`src/rtl/exec_pkg.sv`:
```
// Shared execute-stage definitions: opcode encodings, the integer unit FSM
// states and the iterative mul/div operating mode.
package exec_pkg;

   localparam logic [3:0] OP_ADD = 4'b0001;
   localparam logic [3:0] OP_SUB = 4'b0010;
   localparam logic [3:0] OP_MUL = 4'b0011;
   localparam logic [3:0] OP_DIV = 4'b0100;
   localparam logic [3:0] OP_MOD = 4'b0101;
   localparam logic [3:0] OP_SHL = 4'b0110;
   localparam logic [3:0] OP_SHR = 4'b0111;
   localparam logic [3:0] OP_AND = 4'b1000;
   localparam logic [3:0] OP_OR  = 4'b1001;
   localparam logic [3:0] OP_XOR = 4'b1010;
   localparam logic [3:0] OP_NEG = 4'b1011;
   localparam logic [3:0] OP_NOT = 4'b1100;
   localparam logic [3:0] OP_LDI = 4'b1101;
   localparam logic [3:0] OP_JL  = 4'b1110;

   typedef enum logic [1:0] {
      S_IDLE = 2'd0,
      S_MUL  = 2'd1,
      S_DIV  = 2'd2,
      S_HOLD = 2'd3
   } state_e;

   typedef enum logic {
      MD_MUL = 1'b0,
      MD_DIV = 1'b1
   } md_mode_e;

endpackage

```
`src/rtl/mc_muldiv_iter.sv`:
```
// One-bit-per-step unsigned shift-add multiplier and restoring divider sharing
// one accumulator and two operand shift registers; exposes next-state values.
module mc_muldiv_iter
   import exec_pkg::*;
#(
   parameter int WIDTH = 32
) (
   input  logic             clk_i,
   input  logic             start_i,
   input  md_mode_e         mode_i,
   input  logic             step_i,
   input  logic [WIDTH-1:0] a_i,
   input  logic [WIDTH-1:0] b_i,
   output logic [WIDTH-1:0] acc_nxt_o,
   output logic [WIDTH-1:0] quo_nxt_o
);

   logic [WIDTH-1:0] acc_q, acc_d;
   logic [WIDTH-1:0] opa_q, opa_d;
   logic [WIDTH-1:0] opb_q, opb_d;
   logic [WIDTH:0]   trial;

   // mul: opa = multiplier (shifts right), opb = multiplicand (shifts left)
   // div: opa = dividend shifting out / quotient shifting in, opb = divisor
   always_comb begin
      acc_d = acc_q;
      opa_d = opa_q;
      opb_d = opb_q;
      trial = {acc_q, opa_q[WIDTH-1]} - {1'b0, opb_q};
      if (start_i) begin
         acc_d = '0;
         opa_d = a_i;
         opb_d = b_i;
      end else if (step_i) begin
         if (mode_i == MD_MUL) begin
            if (opa_q[0]) acc_d = acc_q + opb_q;
            opa_d = opa_q >> 1;
            opb_d = opb_q << 1;
         end else if (!trial[WIDTH]) begin
            acc_d = trial[WIDTH-1:0];
            opa_d = {opa_q[WIDTH-2:0], 1'b1};
         end else begin
            acc_d = {acc_q[WIDTH-2:0], opa_q[WIDTH-1]};
            opa_d = {opa_q[WIDTH-2:0], 1'b0};
         end
      end
   end

   always_ff @(posedge clk_i) begin
      acc_q <= acc_d;
      opa_q <= opa_d;
      opb_q <= opb_d;
   end

   assign acc_nxt_o = acc_d;
   assign quo_nxt_o = opa_d;

endmodule

```
`src/rtl/mc_int_unit.sv`:
```
// Multi-cycle integer execute unit: single-cycle ALU ops plus iterative
// mul/div/mod, with a valid/ready handshake on both request and result.
module mc_int_unit
   import exec_pkg::*;
#(
   parameter int WIDTH = 32,
   parameter int CNT_W = $clog2(WIDTH) + 1
) (
   input  logic             clk,
   input  logic             rst,
   input  logic             in_valid,
   output logic             in_ready,
   input  logic [3:0]       op,
   input  logic [WIDTH-1:0] a,
   input  logic [WIDTH-1:0] b,
   output logic             out_valid,
   input  logic             out_ready,
   output logic [WIDTH-1:0] result,
   output logic             div_zero,
   output logic             busy
);

   localparam int SH_W = $clog2(WIDTH);

   function automatic logic [WIDTH-1:0] single_op(input logic [3:0] opc,
                                                  input logic [WIDTH-1:0] x,
                                                  input logic [WIDTH-1:0] y);
      logic [WIDTH-1:0] r;
      case (opc)
         OP_ADD:  r = x + y;
         OP_SUB:  r = x - y;
         OP_SHL:  r = x << y[SH_W-1:0];
         OP_SHR:  r = x >> y[SH_W-1:0];
         OP_AND:  r = x & y;
         OP_OR:   r = x | y;
         OP_XOR:  r = x ^ y;
         OP_NEG:  r = '0 - x;
         OP_NOT:  r = ~x;
         OP_LDI:  r = y;
         OP_JL:   r = x;
         default: r = '0;
      endcase
      return r;
   endfunction

   state_e           state_q, state_d;
   logic [CNT_W-1:0] cnt_q, cnt_d;
   logic [WIDTH-1:0] result_q, result_d;
   logic             div_zero_q, div_zero_d;
   logic             is_mod_q, is_mod_d;
   logic             accept, cnt_last;
   logic             md_start, md_step;
   md_mode_e         md_mode;
   logic [WIDTH-1:0] acc_nxt, quo_nxt;

   assign in_ready  = (state_q == S_IDLE) || ((state_q == S_HOLD) && out_ready);
   assign accept    = in_valid && in_ready;
   assign cnt_last  = (cnt_q == CNT_W'(WIDTH - 1));
   assign out_valid = (state_q == S_HOLD);
   assign busy      = (state_q == S_MUL) || (state_q == S_DIV);
   assign result    = result_q;
   assign div_zero  = div_zero_q;

   always_comb begin
      state_d    = state_q;
      cnt_d      = cnt_q;
      result_d   = result_q;
      div_zero_d = div_zero_q;
      is_mod_d   = is_mod_q;
      md_start   = 1'b0;
      md_step    = 1'b0;
      md_mode    = MD_MUL;
      case (state_q)
         S_MUL: begin
            md_step = 1'b1;
            cnt_d   = cnt_q + CNT_W'(1);
            if (cnt_last) begin
               state_d    = S_HOLD;
               result_d   = acc_nxt;
               div_zero_d = 1'b0;
            end
         end
         S_DIV: begin
            md_step = 1'b1;
            md_mode = MD_DIV;
            cnt_d   = cnt_q + CNT_W'(1);
            if (cnt_last) begin
               state_d    = S_HOLD;
               result_d   = is_mod_q ? acc_nxt : quo_nxt;
               div_zero_d = 1'b0;
            end
         end
         S_HOLD: begin
            if (out_ready && !in_valid) state_d = S_IDLE;
         end
         default: ;
      endcase
      // Accept only occurs from IDLE/HOLD, so it never collides with a step.
      if (accept) begin
         cnt_d      = '0;
         div_zero_d = 1'b0;
         is_mod_d   = (op == OP_MOD);
         case (op)
            OP_MUL: begin
               md_start = 1'b1;
               state_d  = S_MUL;
            end
            OP_DIV, OP_MOD: begin
               if (b == '0) begin
                  state_d    = S_HOLD;
                  div_zero_d = 1'b1;
                  result_d   = (op == OP_MOD) ? a : '1;
               end else begin
                  md_start = 1'b1;
                  state_d  = S_DIV;
               end
            end
            default: begin
               state_d  = S_HOLD;
               result_d = single_op(op, a, b);
            end
         endcase
      end
   end

   always_ff @(posedge clk) begin
      if (rst) begin
         state_q    <= S_IDLE;
         cnt_q      <= '0;
         result_q   <= '0;
         div_zero_q <= 1'b0;
         is_mod_q   <= 1'b0;
      end else begin
         state_q    <= state_d;
         cnt_q      <= cnt_d;
         result_q   <= result_d;
         div_zero_q <= div_zero_d;
         is_mod_q   <= is_mod_d;
      end
   end

   mc_muldiv_iter #(
      .WIDTH(WIDTH)
   ) u_iter (
      .clk_i    (clk),
      .start_i  (md_start),
      .mode_i   (md_mode),
      .step_i   (md_step),
      .a_i      (a),
      .b_i      (b),
      .acc_nxt_o(acc_nxt),
      .quo_nxt_o(quo_nxt)
   );

endmodule

```
`config.mk`:
```
export PLATFORM = sky130hd
export DESIGN_NAME = mc_int_unit
export DESIGN_NICKNAME = d
export VERILOG_FILES = /design/src/rtl/exec_pkg.sv /design/src/rtl/mc_muldiv_iter.sv /design/src/rtl/mc_int_unit.sv
export SDC_FILE = /design/constraint.sdc
export NUM_CORES = 1
export LEC_CHECK = 0
export ABC_AREA = 1
export BUFFER_PORTS_ARGS = -buffer_cell sky130_fd_sc_hd__buf_4
export CORE_MARGIN = 4
export CORE_UTILIZATION = 35
export CTS_BUF_LIST = sky130_fd_sc_hd__clkbuf_4
export CTS_CLUSTER_DIAMETER = 60
export CTS_CLUSTER_SIZE = 30
export DETAILED_ROUTE_END_ITERATION = 8
export GPL_TIMING_DRIVEN = 0
export HOLD_SLACK_MARGIN = 0.12
export SLEW_MARGIN = 30
export SYNTH_ARGS = -nofsm -noshare
export SYNTH_HDL_FRONTEND = slang
export SYNTH_SLANG_ARGS = --single-unit
```
`constraint.sdc`:
```
create_clock -name clk -period 5.6 [get_ports clk]
set_clock_uncertainty 0.15 [all_clocks]
set_input_delay 1.12 -clock clk [delete_from_list [all_inputs] [get_ports clk]]
set_output_delay 1.12 -clock clk [all_outputs]
set_load 0.01 [all_outputs]
```
==> results by group, run 1 <==
STA
  – Worst hold slack: 0.3516 ns
  – Final min period: 5.430 ns
  – Slew margin rel.: 22.61%
  – Unrepaired setup endpoints after global routing: yes
  – Max Slew Vio Count: 0
  – Period Utilization, post-route: 96.96%
  – Worst-margin pin slew: 1.161 ns
  – Endpoints failing setup: 0
  – Final Hold Vio Count: 0
  – Highest clock rate: 184.2 MHz

Worst setup path
  – Worst Path Class, Setup: input port to flop
  – CP arrival: 5.80 ns
  – FF-to-FF End: result[3]$_SDFF_PP0_
  – CP most frequent cell: nand2_1
  – Crit Reg-Reg Startpoint: state_q[1]$_SDFFE_PP0P_
  – CP delay by family, top: simple AND/OR/NAND/NOR gates
  – Reg2reg setup slack: 1.62 ns
  – Data required, critical path: 5.97 ns
  – Setup crit end kind: flop
  – Crit path max fanout: 20
  – Slowest CP cell: nor2_1
  – Max stage delay on crit path: 0.50 ns
  – CP Buf/Inv Count: 8
  – End of the critical path: result[23]$_SDFF_PP0_
  – Critical Path Start: b[1]
  – CP Launch Type: input port
  – Critical Path Stages: 28
  – R2R depth: 14

Power
  – Tot Pwr: 13.11 mW
  – P_leak: 10.76 nW
  – Pwr/cell area: 566.0 nW/um^2
  – Max IR drop VDD: 248.8 uV

Cells and area
  – Fillcell total: 6695
  – Nets@finish: 3981
  – Share of layout cells above drive strength 1: 8.074%
  – Area grow syn2layout: 10.54%

Hold path
  – WHS Path Cells: 2
  – Worst hold path type: flop to flop

Run status
  – Status: completed

Drt
  – Drt initial violations: 3187
  – Drc violations: 0
  – Vias: 26.20k
  – Routed vias/inst: 5.788
  – Wire length per cell: 25.42 microns
  – Pre-antenna DRT Iters: 6
  – Antenna violation net count after detailed routing: 0
  – Final WL: 115100 microns

Logic synthesis
  – Cells after Synth: 3614
  – Synth Flop Type: dfxtp_1
  – Yosys Warn Count: 0
  – Register area share after synthesis: 14.72%
  – Synth cell types: 71
  – Post-synth net total: 3855
  – Post-Syn Area: 20950 sq um
  – Post-synth ARST share: 0%
  – Mean Syn Cell Area: 5.796 sq um
  – Number of synthesized register bits: 138
  – Post-synth EDFFs: 32

Floorplan
  – Row count: 89
  – Die X: 252.6 microns
  – Core area: 59130 sq um
  – Die ar.: 63830 sq um
  – Chip height: 252.6 microns
  – IO Count: 108
  – Initial Util: 35.43%

Clock network
  – Worst-Skew Late Latency: 0.64 ns
  – H-tree depth: 4
  – Clk pin slew, worst setup/hold paths: 0.12 ns
  – Clock buffer depth: 2
  – Hold buffers post-CTS: 0
  – Inserted Clock Buffers: 17
  – Root Buffer: clkbuf_4
  – Clock sinks: 138
  – CTS tree: done

Global routing
  – Initial antenna violation count: 2
  – Total global routing overflow: 0
  – Largest net degree at the start of global routing: 24
  – First-pass GRT wire length: 164300 microns
  – Tot GR Track Use: 34.68%
  – Number of global-route vias before repair: 24.78k

Placement
  – Final HPWL DP: 95460 microns
  – Port bufs: 106
  – GP Congestion: 1.121

Job
  – Max_cap viols: 0
==> cells by family (layout without fill, tap and decap cells) <==
family                     after synthesis  in the layout  synth area share (%)
buffers and inverters                  591            730                 11.25
xor gates and xnor gates                80             80                 3.345
adders and majority gates              169            169                 10.20
DFF                                    138            138                 14.72
and+or+nand+nor                       1692           1692                 33.73
other                                    0              1                     0
AOI/OAI and AO/OA                      932            932                 26.18
muxes                                   12             12                0.5734
==> state kept, by name (all words and copies together) (netlist names) <==
register	count
cnt_q	6
u_iter.opb_q	32
is_mod_q	1
u_iter.acc_q	32
state_q	2
result	32
div_zero	1
u_iter.opa_q	32
==> cells in the mapped netlist (13+ instances only) <==
master / number / area share, %
o221ai_1: 39 / 1.6
xnor2_1: 27 / 1.1
nand2_1: 1006 / 18
o21ai_1: 48 / 1.1
a31oi_1: 26 / 0.78
o211ai_1: 64 / 2.3
buf_1: 14 / 0.25
edfxtp_1: 32 / 4.6
clkbuf_1: 119 / 2.1
inv_2: 13 / 0.23
o21a_1: 18 / 0.65
inv_1: 391 / 7.0
or2_2: 22 / 0.66
buf_2: 29 / 0.69
o21ai_0: 348 / 8.3
a21oi_1: 247 / 5.9
a221oi_1: 30 / 1.3
nand4_1: 15 / 0.45
nor2_1: 363 / 6.5
ha_1: 166 / 9.9
xor2_1: 53 / 2.2
nor3_1: 30 / 0.72
o22ai_1: 36 / 1.1
dfxtp_1: 106 / 10
nand3_1: 189 / 4.5
==> power breakdown <==
part,internal (mW),switching [mW]
logic,3.26,7.12
clock network,0.276,0.388
registers,1.57,0.485
total,5.11,7.99
==> per-layer routing <==
layer	track usage [%]	wire [microns]
met4	22.12	9004
met2	57.86	52200
met3	6.020	9711
met1	41.28	44150
met5	0	14
==> cell usage in the layout, fill, tap and decap left out, types with 53 or more instances in the layout <==
| master | netlist | layout |
|---|---|---|
| dfxtp_1 | 106 | 106 |
| xor2_1 | 53 | 53 |
| inv_1 | 391 | 391 |
| nand2_1 | 1006 | 1004 |
| buf_4 | 5 | 114 |
| nor2_1 | 363 | 359 |
| o211ai_1 | 64 | 64 |
| o21ai_0 | 348 | 345 |
| ha_1 | 166 | 163 |
| nand3_1 | 189 | 187 |
| clkbuf_1 | 119 | 115 |
| a21oi_1 | 247 | 245 |
==> through the flow <==
| stage | instance area (sq um) | setup TNS, ns | cells | utilization (%) | setup WS [ns] |
|---|---|---|---|---|---|
| after floorplan | 20950 | 0 | 3614 | - | 0.2582 |
| after global placement | 22710 | -62.58 | 4493 | 38.41 | -1.891 |
| after detailed placement | 22740 | -28.08 | 4494 | 38.46 | -1.574 |
| after CTS | 23040 | 0 | 4524 | 38.96 | 0.009996 |
| after global routing | 23150 | -0.001728 | 4527 | 39.16 | -0.001728 |
| final | 23150 | 0 | 4527 | 39.16 | 0.1704 |
==> area by class of cell <==
class	instances	area, sq um	share of cell area [%]
Tap cell	773	967.2	4.177
Multi-Input combinational cell	2885	15620	67.48
Sequential cell	138	3083	13.31
Timing Repair Buffer	109	830.8	3.588
Antenna cell	1	2.502	0.01081
Clock inverter	11	102.6	0.4431
Inverter	415	1582	6.830
Buffer	174	805.8	3.480
Clock buffer	21	157.7	0.6809
==> worst register-to-register path, delay by kind of cell, from the launching register on <==
| kind | cells | cell delay [ns] |
|---|---|---|
| AOI/OAI and AO/OA | 3 | 0.33 |
| and+or+nand+nor | 5 | 0.80 |
| buffers and inverters | 5 | 1.76 |
| DFF | 1 | 0.41 |
| adders and majority gates | 1 | 0.41 |
==> how the worst min path moves through the flow <==
stage                                from                     to  slack, ns
detailed placement  cnt_q[1]$_SDFFE_PP0N_  cnt_q[1]$_SDFFE_PP0N_       0.33
finish              cnt_q[1]$_SDFFE_PP0N_  cnt_q[1]$_SDFFE_PP0N_       0.35
global route        cnt_q[1]$_SDFFE_PP0N_  cnt_q[1]$_SDFFE_PP0N_       0.39
CTS                 cnt_q[1]$_SDFFE_PP0N_  cnt_q[1]$_SDFFE_PP0N_       0.35
floorplan           cnt_q[1]$_SDFFE_PP0N_  cnt_q[1]$_SDFFE_PP0N_       0.31
global placement    cnt_q[1]$_SDFFE_PP0N_  cnt_q[1]$_SDFFE_PP0N_       0.33
==> timing repair <==
action | CTS | global route
setup buffers | 0 | 2
setup endpoints to repair | 20 | 16
resized for setup | 15 | 31
pin swaps | 0 | 4
Note: power is estimated with default switching activity, not from simulation.
==> inputs of run 2 (changes only) <==
--- a/config.mk
+++ b/config.mk
@@ -18,4 +18,5 @@
 export SLEW_MARGIN = 30
 export SYNTH_ARGS = -nofsm -noshare
 export SYNTH_HDL_FRONTEND = slang
+export SYNTH_HIERARCHICAL = 1
 export SYNTH_SLANG_ARGS = --single-unit
==> run 2 against run 1 <==
  * Die area is 10% higher
  * Combinational power is essentially flat
  * Final area grew 9.4%
  * Register-to-register slack worse by 0.28 ns
  * Final cell count grew 18%
  * Count of clock-buffer cells in the layout is 2 higher
  * Synthesized cell count is 19% higher
  * Sequential power barely moved
  * Critical path depth down 1
==> results by group, run 2 <==
Logic synthesis
  – Top-count cell post-synth: nand2_1
  – Main combinational cell family by area after synthesis: simple AND/OR/NAND/NOR gates
  – Yosys Warn Count: 6 (+6)
  – Synth Flop Type: dfxtp_1
  – Synth Area in Simple Gates: 47.38% (+14 points)
  – Leading area contributor after synthesis: nand2_1
  – Post-synth net total: 4558 (+18%)
  – Post-Syn Area: 23190 sq um (+11%)
  – Post-synth top area share: 24.52% (+6.5 points)
  – Synth cell types: 66 (-7.0%)
  – Mean Syn Cell Area: 5.372 sq um (-7.3%)
  – Main area contributors after synthesis: nand2_1 25%, nand3_1 10%, dfxtp_1 9.2%, ha_1 9.0%, inv_1 8.6%
  – Post-synth ARST share: 0% (unchanged)
  – Adder-Cell Fraction of Synth Area: 9.215% (-0.99 points)
  – Top post-synthesis cells by count: 1515 x nand2_1, 529 x inv_1, 479 x nand3_1
  – Post-synth EDFFs: 32 (unchanged)
  – Cells after Synth: 4317 (+19%)
  – Post-synthesis xor/xnor area fraction: 2.342% (-1.0 points)
  – Number of synthesized register bits: 138 (unchanged)
  – Portion of netlist area occupied by mux cells: 0% (-0.57 points)
  – Post-synthesis compound-gate area fraction: 15.35% (-11 points)
  – Register area share after synthesis: 13.29% (-1.4 points)

Run status
  – Status: completed

Worst setup path
  – CP most frequent cell: nand2_1
  – CP arrival: 5.84 ns (+0.04 ns)
  – Slowest CP cell: buf_1
  – Data required, critical path: 5.98 ns (about the same)
  – CP delay by family, top: buffers and inverters
  – Max stage delay on crit path: 0.44 ns (-0.06 ns)
  – Crit path max fanout: 11 (-45%)
  – Setup crit end kind: flop
  – CP Launch Type: input port
  – CP Buf/Inv Count: 9 (+1)
  – Worst Path Class, Setup: input port to flop

Global routing
  – Tot GR Track Use: 33.54% (-1.1 points)
  – First-pass GRT wire length: 177600 microns (+8.1%)
  – Initial antenna violation count: 6 (+4)
  – Largest net degree at the start of global routing: 33 (+38%)
  – Total global routing overflow: 0 (unchanged)
  – Number of global-route vias before repair: 27.55k (+11%)

Floorplan
  – Chip height: 265.4 microns (+5.1%)
  – Initial Util: 35.27% (-0.15 points)
  – Die ar.: 70440 sq um (+10%)
  – Die X: 265.4 microns (+5.1%)
  – Core area: 65750 sq um (+11%)
  – IO Count: 108 (unchanged)
  – Row count: 94 (+5.6%)

Cells and area
  – Nets@finish: 4683 (+18%)
  – Post-route cell area: 25340 sq um (+9.4%)
  – Final Core Density: 38.55% (-0.61 points)
  – Area grow syn2layout: 9.280%
  – Most common cell after layout, fill and taps aside: nand2_1
  – Share of layout cells above drive strength 1: 7.071% (-1.0 points)
  – Fillcell total: 7600 (+14%)
  – Most frequent cells in the layout: 1514 x nand2_1, 528 x inv_1, 479 x nand3_1
  – Post-Layout Cell Count: 5321 (+18%)

STA
  – Total Neg Setup Slack: 0 ns (unchanged)
  – Period Utilization, post-route: 97.47% (+0.52 points)
  – Final Hold Vio Count: 0 (unchanged)
  – Slew margin rel.: 36.57% (+14 points)
  – Worst-margin pin slew: 0.9415 ns (-0.2194 ns)
  – Final min period: 5.458 ns (+0.02889 ns)
  – Final setup margin: 0.1415 ns (-0.02889 ns)
  – Endpoints failing setup: 0 (unchanged)
  – Unrepaired setup endpoints after global routing: no
  – Worst hold slack: 0.3406 ns (-0.01094 ns)
  – Max Slew Vio Count: 0 (unchanged)
  – Highest clock rate: 183.2 MHz (-0.53%)

Placement
  – Cell count after placement: 5288 (+18%)
  – GP Congestion: 1.073 (-4.2%)
  – Placed cell areas: 25080 sq um (+10%)
  – Port bufs: 107 (+0.94%)
  – Final HPWL DP: 103200 microns (+8.1%)
  – Dpl ws: -0.7764 ns (+0.7975 ns)

Clock network
  – Clk pin slew, worst setup/hold paths: 0.11 ns (about the same)
  – Inserted Clock Buffers: 17 (unchanged)
  – CTS tree: done
  – H-tree depth: 4 (unchanged)
  – Clock buffer depth: 2 (unchanged)
  – Hold buffers post-CTS: 0 (unchanged)
  – Worst-Skew Late Latency: 0.60 ns (-0.04 ns)
  – Clock sinks: 138 (unchanged)
  – Setup repair bufs after CTS: 0 (unchanged)
  – Root Buffer: clkbuf_4

Drt
  – Wire length per cell: 23.10 microns (-9.1%)
  – Drt initial violations: 3514 (+10%)
  – Vias: 29.44k (+12%)
  – Antenna violation net count after detailed routing: 0 (unchanged)
  – Drc violations: 0 (unchanged)
  – Final WL: 122900 microns (+6.8%)
  – Routed vias/inst: 5.532 (-4.4%)
  – Pre-antenna DRT Iters: 6 (unchanged)

Power
  – P_leak: 13.08 nW (+22%)
  – Max IR drop VDD: 275.7 uV (+11%)
  – Tot Pwr: 13.06 mW (-0.34%)
  – Pwr/cell area: 515.4 nW/um^2 (-8.9%)

Hold path
  – Worst hold path type: flop to flop

Job
  – Max_cap viols: 0 (unchanged)
[run 2: cell types whose count changed after synthesis, moves of 28 or more]
cell	previous run	this run
inv_1	391	529
nand2_1	1006	1515
nand3_1	189	479
nor2_1	363	429
o211ai_1	64	14
o21ai_0	348	239
o21ai_1	48	11
o221ai_1	39	2
o22ai_1	36	8
[run 2: final timing paths]
path	startpoint	to	slack, ns	depth (start not counted)
worst max-delay path	b[1]	result[10]$_SDFF_PP0_	0.14	27
worst max register to register	state_q[1]$_SDFFE_PP0P_	result[10]$_SDFF_PP0_	1.34	22
worst min register to register	cnt_q[5]$_SDFFE_PP0N_	cnt_q[5]$_SDFFE_PP0N_	0.34	2
worst min-delay path	cnt_q[5]$_SDFFE_PP0N_	cnt_q[5]$_SDFFE_PP0N_	0.34	2
[run 2: where the power goes]
group / internal (mW) / switching [mW] / total (mW)
sequential: 1.56 / 0.486 / 2.05
combinational: 3.37 / 7.02 / 10.4
clock: 0.246 / 0.383 / 0.630
[run 2: layer usage]
layer | global-route usage (%) | vias to the layer above | part of all wire, %
met5 | 0 | - | 0.044
met4 | 21.70 | 8 | 8.0
met3 | 3.885 | 338 | 7.7
met2 | 55.86 | 1478 | 45
met1 | 41.06 | 13430 | 39
li1 | - | 14180 | -
[run 2: timing repair]
item | 4_1_cts | 5_1_grt
endpoints found under the hold margin | 0 | 0
gates resized for setup | 3 | 12
setup endpoints to repair | 5 | 23
[run 2: kinds of logic (layout without fill, tap and decap cells)]
kind of cell	count (synthesis)	after routing
xor+xnor	62	62
buf+inv	719	857
other cells	0	2
compound gates	623	623
flops	138	138
simple gates	2606	2606
fa+ha+maj	169	169
[run 2: area by class of cell]
| type | count | area [sq um] | area share, % |
|---|---|---|---|
| inverter | 546 | 2052 | 8.097 |
| multi-input combinational | 3460 | 17230 | 68.00 |
| clock inverter | 9 | 76.32 | 0.3012 |
| clock buffer | 23 | 172.7 | 0.6813 |
| tap | 864 | 1081 | 4.266 |
| sequential | 138 | 3083 | 12.17 |
| buffer | 172 | 835.8 | 3.298 |
| antenna | 2 | 5.005 | 0.01975 |
| timing repair buffer | 107 | 803.3 | 3.170 |
[run 2: worst reg2reg max path, stage by stage (launching register included)]
cell      delay [ns]
dfxtp_1         0.35
inv_1           0.12
ha_1            0.20
inv_1           0.05
nand2_1         0.08
nand2_1         0.12
clkbuf_1        0.31
buf_4           0.28
nor2_1          0.41
clkbuf_2        0.37
buf_1           0.44
a21oi_1         0.08
a31oi_1         0.32
nor2_1          0.07
nand2_1         0.07
a21oi_1         0.06
o21ai_0         0.30
nand3_1         0.13
nand2_1         0.09
inv_1           0.03
nand2_1         0.05
nand2_1         0.05
nand2_1         0.06
